[config.mk]
export PLATFORM = sky130hd
export DESIGN_NAME = mplc_write_port
export DESIGN_NICKNAME = d
export VERILOG_FILES = /design/src/rtl/mplc_wp_pkg.sv /design/src/rtl/mplc_wp_fifo.sv /design/src/rtl/mplc_write_port.sv
export SDC_FILE = /design/constraint.sdc
export NUM_CORES = 1
export LEC_CHECK = 0
export BUFFER_PORTS_ARGS = -buffer_cell sky130_fd_sc_hd__buf_2
export CAP_MARGIN = 20
export CORE_MARGIN = 2
export CORE_UTILIZATION = 49
export CTS_BUF_LIST = sky130_fd_sc_hd__clkbuf_4 sky130_fd_sc_hd__clkbuf_8 sky130_fd_sc_hd__clkbuf_16
export DETAILED_ROUTE_END_ITERATION = 10
export GPL_ROUTABILITY_DRIVEN = 0
export PLACE_DENSITY = 0.73
export SYNTH_ARGS = -nofsm -noshare
export SYNTH_HDL_FRONTEND = slang
export SYNTH_SLANG_ARGS = --single-unit
[constraint.sdc]
create_clock -name CLK -period 2.1 [get_ports CLK]
set_clock_uncertainty 0.1 [all_clocks]
set_input_delay 0.42 -clock CLK [delete_from_list [all_inputs] [get_ports CLK]]
set_output_delay 0.42 -clock CLK [all_outputs]
set_load 0.01 [all_outputs]
[src/rtl/mplc_wp_pkg.sv]
// Shared definitions for the multi-core logic-unit write port:
// FSM state encoding, default word/address widths, and the width
// helper for the optional grant-wait counter.
package mplc_wp_pkg;

    typedef enum logic [1:0] {
        ST_IDLE  = 2'd0,
        ST_REQ   = 2'd1,
        ST_WRITE = 2'd2,
        ST_REL   = 2'd3
    } wp_state_t;

    localparam int MPLC_WP_DATA_W = 2;
    localparam int MPLC_WP_ADDR_W = 1;

    // Bits needed to count from 0 up to and including the timeout value.
    function automatic int wp_cnt_w(input int timeout);
        return $clog2(timeout + 1);
    endfunction

endpackage

[src/rtl/mplc_wp_fifo.sv]
// Pending-write buffer: synchronous FIFO with a first-word-fall-through
// head. Pushes into a full buffer and pops from an empty one are ignored.
module mplc_wp_fifo #(
    parameter int WIDTH = 3,
    parameter int DEPTH = 4
) (
    input  logic                   clk,
    input  logic                   rst,
    input  logic                   push,
    input  logic [WIDTH-1:0]       push_data,
    input  logic                   pop,
    output logic [WIDTH-1:0]       head,
    output logic                   full,
    output logic                   empty,
    output logic [$clog2(DEPTH):0] count
);
    localparam int PTR_W = $clog2(DEPTH);

    logic [WIDTH-1:0] mem [DEPTH];
    logic [PTR_W-1:0] wr_ptr;
    logic [PTR_W-1:0] rd_ptr;
    logic             do_push;
    logic             do_pop;

    assign do_push = push && !full;
    assign do_pop  = pop && !empty;
    assign full    = (count == (PTR_W + 1)'(DEPTH));
    assign empty   = (count == '0);
    assign head    = mem[rd_ptr];

    // Pointer and occupancy bookkeeping; reset discards everything buffered.
    always_ff @(posedge clk) begin
        if (rst) begin
            wr_ptr <= '0;
            rd_ptr <= '0;
            count  <= '0;
        end else begin
            if (do_push) wr_ptr <= wr_ptr + 1'b1;
            if (do_pop)  rd_ptr <= rd_ptr + 1'b1;
            case ({do_push, do_pop})
                2'b10:   count <= count + 1'b1;
                2'b01:   count <= count - 1'b1;
                default: count <= count;
            endcase
        end
    end

    // Storage array; contents need no reset because count gates visibility.
    always_ff @(posedge clk) begin
        if (do_push) mem[wr_ptr] <= push_data;
    end

endmodule

[src/rtl/mplc_write_port.sv]
// Core-side write requester for the shared logic-unit memory. Buffers core
// writes, requests the three-way arbiter, issues a one-cycle write strobe
// once granted, then releases the request for one cycle.
// Optional feature macro: MPLC_WP_TIMEOUT_EN (grant-wait timeout, TO_ERR).
//
// Handshake: a core write is accepted on a rising edge where
// wr_valid && wr_ready; wr_ready depends only on buffer occupancy. The
// arbiter grant is WE && WT sampled on the same edge.
module mplc_write_port
    import mplc_wp_pkg::*;
#(
    parameter int DATA_W     = MPLC_WP_DATA_W,
    parameter int ADDR_W     = MPLC_WP_ADDR_W,
    parameter int FIFO_DEPTH = 4,
    parameter int TIMEOUT    = 15
) (
    input  logic              CLK,
    input  logic              RST,
    input  logic              wr_valid,
    input  logic [ADDR_W-1:0] wr_addr,
    input  logic [DATA_W-1:0] wr_data,
    output logic              wr_ready,
    output logic              WE,
    input  logic              WT,
    output logic              MEM_WR,
    output logic [ADDR_W-1:0] MEM_ADDR,
    output logic [DATA_W-1:0] MEM_DATA,
    output logic              BUSY,
    output logic              TO_ERR,
    output logic [1:0]        dbg_state
);
    localparam int ENT_W = ADDR_W + DATA_W;

    wp_state_t                   state;
    wp_state_t                   next_state;
    logic                        fifo_push;
    logic                        fifo_pop;
    logic                        fifo_full;
    logic                        fifo_empty;
    logic [ENT_W-1:0]            fifo_head;
    logic [$clog2(FIFO_DEPTH):0] fifo_count;
    logic                        timeout_fire;
    logic                        we_q;
    logic                        mem_wr_q;
    logic [ADDR_W-1:0]           mem_addr_q;
    logic [DATA_W-1:0]           mem_data_q;

    assign wr_ready  = !fifo_full;
    assign fifo_push = wr_valid && wr_ready;

    mplc_wp_fifo #(
        .WIDTH (ENT_W),
        .DEPTH (FIFO_DEPTH)
    ) u_fifo (
        .clk       (CLK),
        .rst       (RST),
        .push      (fifo_push),
        .push_data ({wr_addr, wr_data}),
        .pop       (fifo_pop),
        .head      (fifo_head),
        .full      (fifo_full),
        .empty     (fifo_empty),
        .count     (fifo_count)
    );

    // State register.
    always_ff @(posedge CLK) begin
        if (RST) state <= ST_IDLE;
        else     state <= next_state;
    end

    // Next-state and pop decision; WT is the only combinational input used.
    always_comb begin
        next_state = state;
        fifo_pop   = 1'b0;
        case (state)
            ST_IDLE: begin
                if (!fifo_empty) next_state = ST_REQ;
            end
            ST_REQ: begin
                if (WT) begin
                    next_state = ST_WRITE;
                end else if (timeout_fire) begin
                    next_state = ST_REL;
                    fifo_pop   = 1'b1;
                end
            end
            ST_WRITE: begin
                next_state = ST_REL;
                fifo_pop   = 1'b1;
            end
            ST_REL: begin
                next_state = ST_IDLE;
            end
            default: next_state = ST_IDLE;
        endcase
    end

    // Registered outputs decoded from the upcoming state; address/data zero outside a strobe.
    always_ff @(posedge CLK) begin
        if (RST) begin
            we_q       <= 1'b0;
            mem_wr_q   <= 1'b0;
            mem_addr_q <= '0;
            mem_data_q <= '0;
        end else begin
            we_q     <= (next_state == ST_REQ) || (next_state == ST_WRITE);
            mem_wr_q <= (next_state == ST_WRITE);
            if (next_state == ST_WRITE) begin
                mem_addr_q <= fifo_head[DATA_W +: ADDR_W];
                mem_data_q <= fifo_head[DATA_W-1:0];
            end else begin
                mem_addr_q <= '0;
                mem_data_q <= '0;
            end
        end
    end

    assign WE        = we_q;
    assign MEM_WR    = mem_wr_q;
    assign MEM_ADDR  = mem_addr_q;
    assign MEM_DATA  = mem_data_q;
    assign BUSY      = (state != ST_IDLE) || (fifo_count != '0);
    assign dbg_state = state;

`ifdef MPLC_WP_TIMEOUT_EN
    localparam int CNT_W = wp_cnt_w(TIMEOUT);

    logic [CNT_W-1:0] to_cnt;
    logic             to_err_q;

    // The counter would reach TIMEOUT on this edge: give up on the head entry.
    assign timeout_fire = (state == ST_REQ) && !WT && (to_cnt == CNT_W'(TIMEOUT - 1));

    // Grant-wait counter: counts edges spent in REQ, clears on leaving REQ.
    always_ff @(posedge CLK) begin
        if (RST)                                                to_cnt <= '0;
        else if (state == ST_REQ && next_state == ST_REQ)       to_cnt <= to_cnt + 1'b1;
        else                                                    to_cnt <= '0;
    end

    // Sticky timeout flag, cleared only by reset.
    always_ff @(posedge CLK) begin
        if (RST)               to_err_q <= 1'b0;
        else if (timeout_fire) to_err_q <= 1'b1;
    end

    assign TO_ERR = to_err_q;
`else
    assign timeout_fire = 1'b0;
    assign TO_ERR       = 1'b0;
`endif

endmodule

==> flow_summary.ini <==
[sta]
setup_slack_ps = 0.01166
finalSetupTns_ps = 0
maxSlewViolCount = 0
timing.final.hold_violations = 0
rsz_0062_raised_after_global_routing = yes
post-route-min-period_ps = 2100
timing.final.setup_violations = 0
maxClockFrequency_mhz = 476.2
min_period_over_period = 1.000

[setup_path]
endpoint_kind = output port
critical_path.startpoint_type = flip-flop
worst-path-max-fanout = 4
crit_arrival_ps = 1580
worst-endpoint-required_ps = 1580
path_cells = or4_4 > or2_1 > buf_2
setup.worst_path.class = flip-flop to output port
levels_on_crit_path = 3
critical_path.top_delay_family = simple AND/OR/NAND/NOR gates
worst-r2r-cell-count = 7
timing.critical_path.slowest_cell_delay_ps = 530
critPathSlowestCell = sky130_fd_sc_hd__or4_4
worst-path-buf-inv = 1

[route]
route.vias.total = 679
post_drt_wl_per_cell_um = 11.98
route.detailed.vias_per_inst = 4.885
route.antenna.remaining_nets = 0
route.final.wire_length_mm = 1.665
detailedRoute.firstPassIterationCount = 2
drc = 0
drtIter0Drc = 6

[synth]
synth-main-ff-cell = sky130_fd_sc_hd__dfxtp_1
yosys.area_share.simple = 0.1654
synth_area_leader_cell = sky130_fd_sc_hd__edfxtp_1
edff_count_synth = 12
synth_top_family_by_area = simple AND/OR/NAND/NOR gates
post_synth_instance_area_um2 = 1127
synth_compound_area_frac = 0.03108
netlist.area_leader.share = 0.3196
register_bit_total_from_synthesis = 26
synth.mux.area_fraction = 0.1077
ys_top_cells_by_count = 14 x sky130_fd_sc_hd__dfxtp_1, 12 x sky130_fd_sc_hd__edfxtp_1, 9 x sky130_fd_sc_hd__nor2_1
netlist-cell-type-count = 29
synth.most_common_cell = sky130_fd_sc_hd__dfxtp_1
synth.net_count = 101
synthesis.instances = 87
yosysWarningCount = 0
synth_xor_xnor_area_share = 0.01554
async_reset_ff_frac = 0
synth_fa_ha_area_frac = 0.08435
postSynthAreaPerCell_um2 = 12.96
synth_top_cells_by_area = sky130_fd_sc_hd__edfxtp_1 32%, sky130_fd_sc_hd__dfxtp_1 25%, sky130_fd_sc_hd__ha_1 6.7%
seq_area_frac_synth = 0.5683

[grt]
grtUsageMet3 = 0.02586
grt.total_usage = 0.1461
antenna_found_initial = 0
grt-ovfl-total = 0
grt_util_met2 = 0.2426
grt_pass1_wl_mm = 2.842
number_of_global_route_vias_before_repair = 671
top_usage_layer = met2
grt_start_max_net_pins = 16
grt_util_met1 = 0.1855

[placed_design]
place.port_buffers = 15
dp_slack_ps = -32.63
dp_hpwl_mm = 1.267
postPlaceCellArea_um2 = 1270
numPlacedInstances = 134

[cells_and_area]
final_cells = 139
multiInputGateArea_um2 = 475.5
layout.filler_cells = 182
fin_nets = 126
register_area_um2 = 646.9
num_antenna_cells = 0
layout-drive-gt1-share = 0.3514
post-route-cell-area_um2 = 1356
syn_to_final_growth_pct = 20.31

[cts]
sink_count_of_the_clock_tree = 26
cts.htree.levels = 1
clock_tree_from_tritoncts = built
cts.path.max_buffers = 2
cts_inserted_buffers = 3
cts-hold-fix-buffers = 0
cts.root.buffer_cell = sky130_fd_sc_hd__clkbuf_4
worst_skew_pair.late_latency_ps = 320
path_clk_slew_ps = 140

[die]
initial_core_utilization = 0.5146
die_height_um = 51.97
fp.coreArea_um2 = 2191
placementRows = 17
top_level_ports = 17
horizontal_die_dimension_um = 51.97
fp.dieArea_um2 = 2700

[pwr]
power.ir.vdd_worst_mv = 0.4698
share_of_total_power_in_sequential_cells = 0.508
power.share.combinational = 0.209
internal_power_mw = 0.9055
pwr-share-clk = 0.283
power.density_nw_per_um2 = 882.2
switching_share = 0.2432
total_switching_power_mw = 0.2910
power.static_leakage_nw = 0.5757

[hold_path]
hold_depth = 1
hold_path_class = primary input to flip-flop

[job]
maxCapViolCount = 0

[status]
status = finished clean
-- per-layer routing --
metal / share of wire / wire length (µm)
met1: 0.46 / 770
met2: 0.49 / 820
met3: 0.037 / 62
met4: 0.0072 / 12
met5: 0 / 0
-- registers in the layout, indices dropped and copies added (netlist names) --
register       cells
u_fifo.mem        12
u_fifo.count       3
MEM_DATA           2
dbg_state          2
u_fifo.rd_ptr      2
u_fifo.wr_ptr      2
MEM_ADDR           1
MEM_WR             1
WE                 1
-- stage by stage --
step | hold slack, ps | total power, mW | utilization
5_1_grt | 201.1 | 1.267 | 0.6191
4_1_cts | 206.6 | 1.196 | 0.6122
2_1_floorplan | 380.7 | 0.7626 | -
3_3_place_gp | 398.4 | 0.8376 | 0.5797
3_5_place_dp | 424.0 | 0.8467 | 0.5797
6_report | 212.5 | 1.197 | 0.6191
-- cell type report --
| cell class | count | share of cell area |
|---|---|---|
| repair buffers | 22 | 0.09686 |
| clock inverters | 1 | 0.02214 |
| clock buffers | 3 | 0.01661 |
| multi-input cells | 55 | 0.3506 |
| flip-flops and latches | 26 | 0.4769 |
| inverters | 4 | 0.01107 |
| well taps | 28 | 0.02583 |
-- cell families (layout without fill, tap and decap cells) --
kind of cell | Yosys count | in the layout
AO/OA/AOI/OAI | 5 | 5
XOR/XNOR | 2 | 2
adder cells (fa/ha/maj) | 7 | 7
buffers and inverters | 6 | 30
flip-flops | 26 | 26
multiplexers | 8 | 8
other | 1 | 1
AND/OR/NAND/NOR | 32 | 32
-- power by group through the flow --
stage	clock (mW)	combinational [mW]	sequential [mW]
after CTS	0.345	0.246	0.604
after floorplan	0	0.135	0.628
after detailed placement	0	0.233	0.613
final	0.339	0.250	0.608
after global routing	0.368	0.284	0.615
after global placement	0	0.228	0.610
-- cell usage in the layout, fill, tap and decap left out, types with 3 or more instances in the layout --
| cell | instances |
|---|---|
| sky130_fd_sc_hd__and2_1 | 4 |
| sky130_fd_sc_hd__buf_2 | 15 |
| sky130_fd_sc_hd__buf_4 | 6 |
| sky130_fd_sc_hd__clkbuf_4 | 3 |
| sky130_fd_sc_hd__dfxtp_1 | 11 |
| sky130_fd_sc_hd__edfxtp_1 | 12 |
| sky130_fd_sc_hd__ha_1 | 5 |
| sky130_fd_sc_hd__inv_1 | 4 |
| sky130_fd_sc_hd__mux2_1 | 3 |
| sky130_fd_sc_hd__mux4_2 | 3 |
| sky130_fd_sc_hd__nand2b_1 | 4 |
| sky130_fd_sc_hd__nor2_1 | 9 |
| sky130_fd_sc_hd__nor2b_1 | 7 |
-- timing repair --
action	CTS	global route
resized for setup	4	5
pin swaps	3	3
setup endpoints to repair	2	2
hold endpoints to repair	0	0
setup buffers	1	0
-- path summary, 6_finish.rpt --
path | startpoint | endpoint | slack, ps
min reg2reg | u_fifo.wr_ptr[1]$_SDFFE_PP0P_ | u_fifo.wr_ptr[1]$_SDFFE_PP0P_ | 440
max | u_fifo.count[0]$_SDFFE_PP0P_ | BUSY | 0.01
min | wr_data[1] | u_fifo.mem[3][1]$_DFFE_PP_ | 210
max reg2reg | u_fifo.count[0]$_SDFFE_PP0P_ | u_fifo.count[2]$_SDFFE_PP0P_ | 90
(Power assumes the default switching activity.)
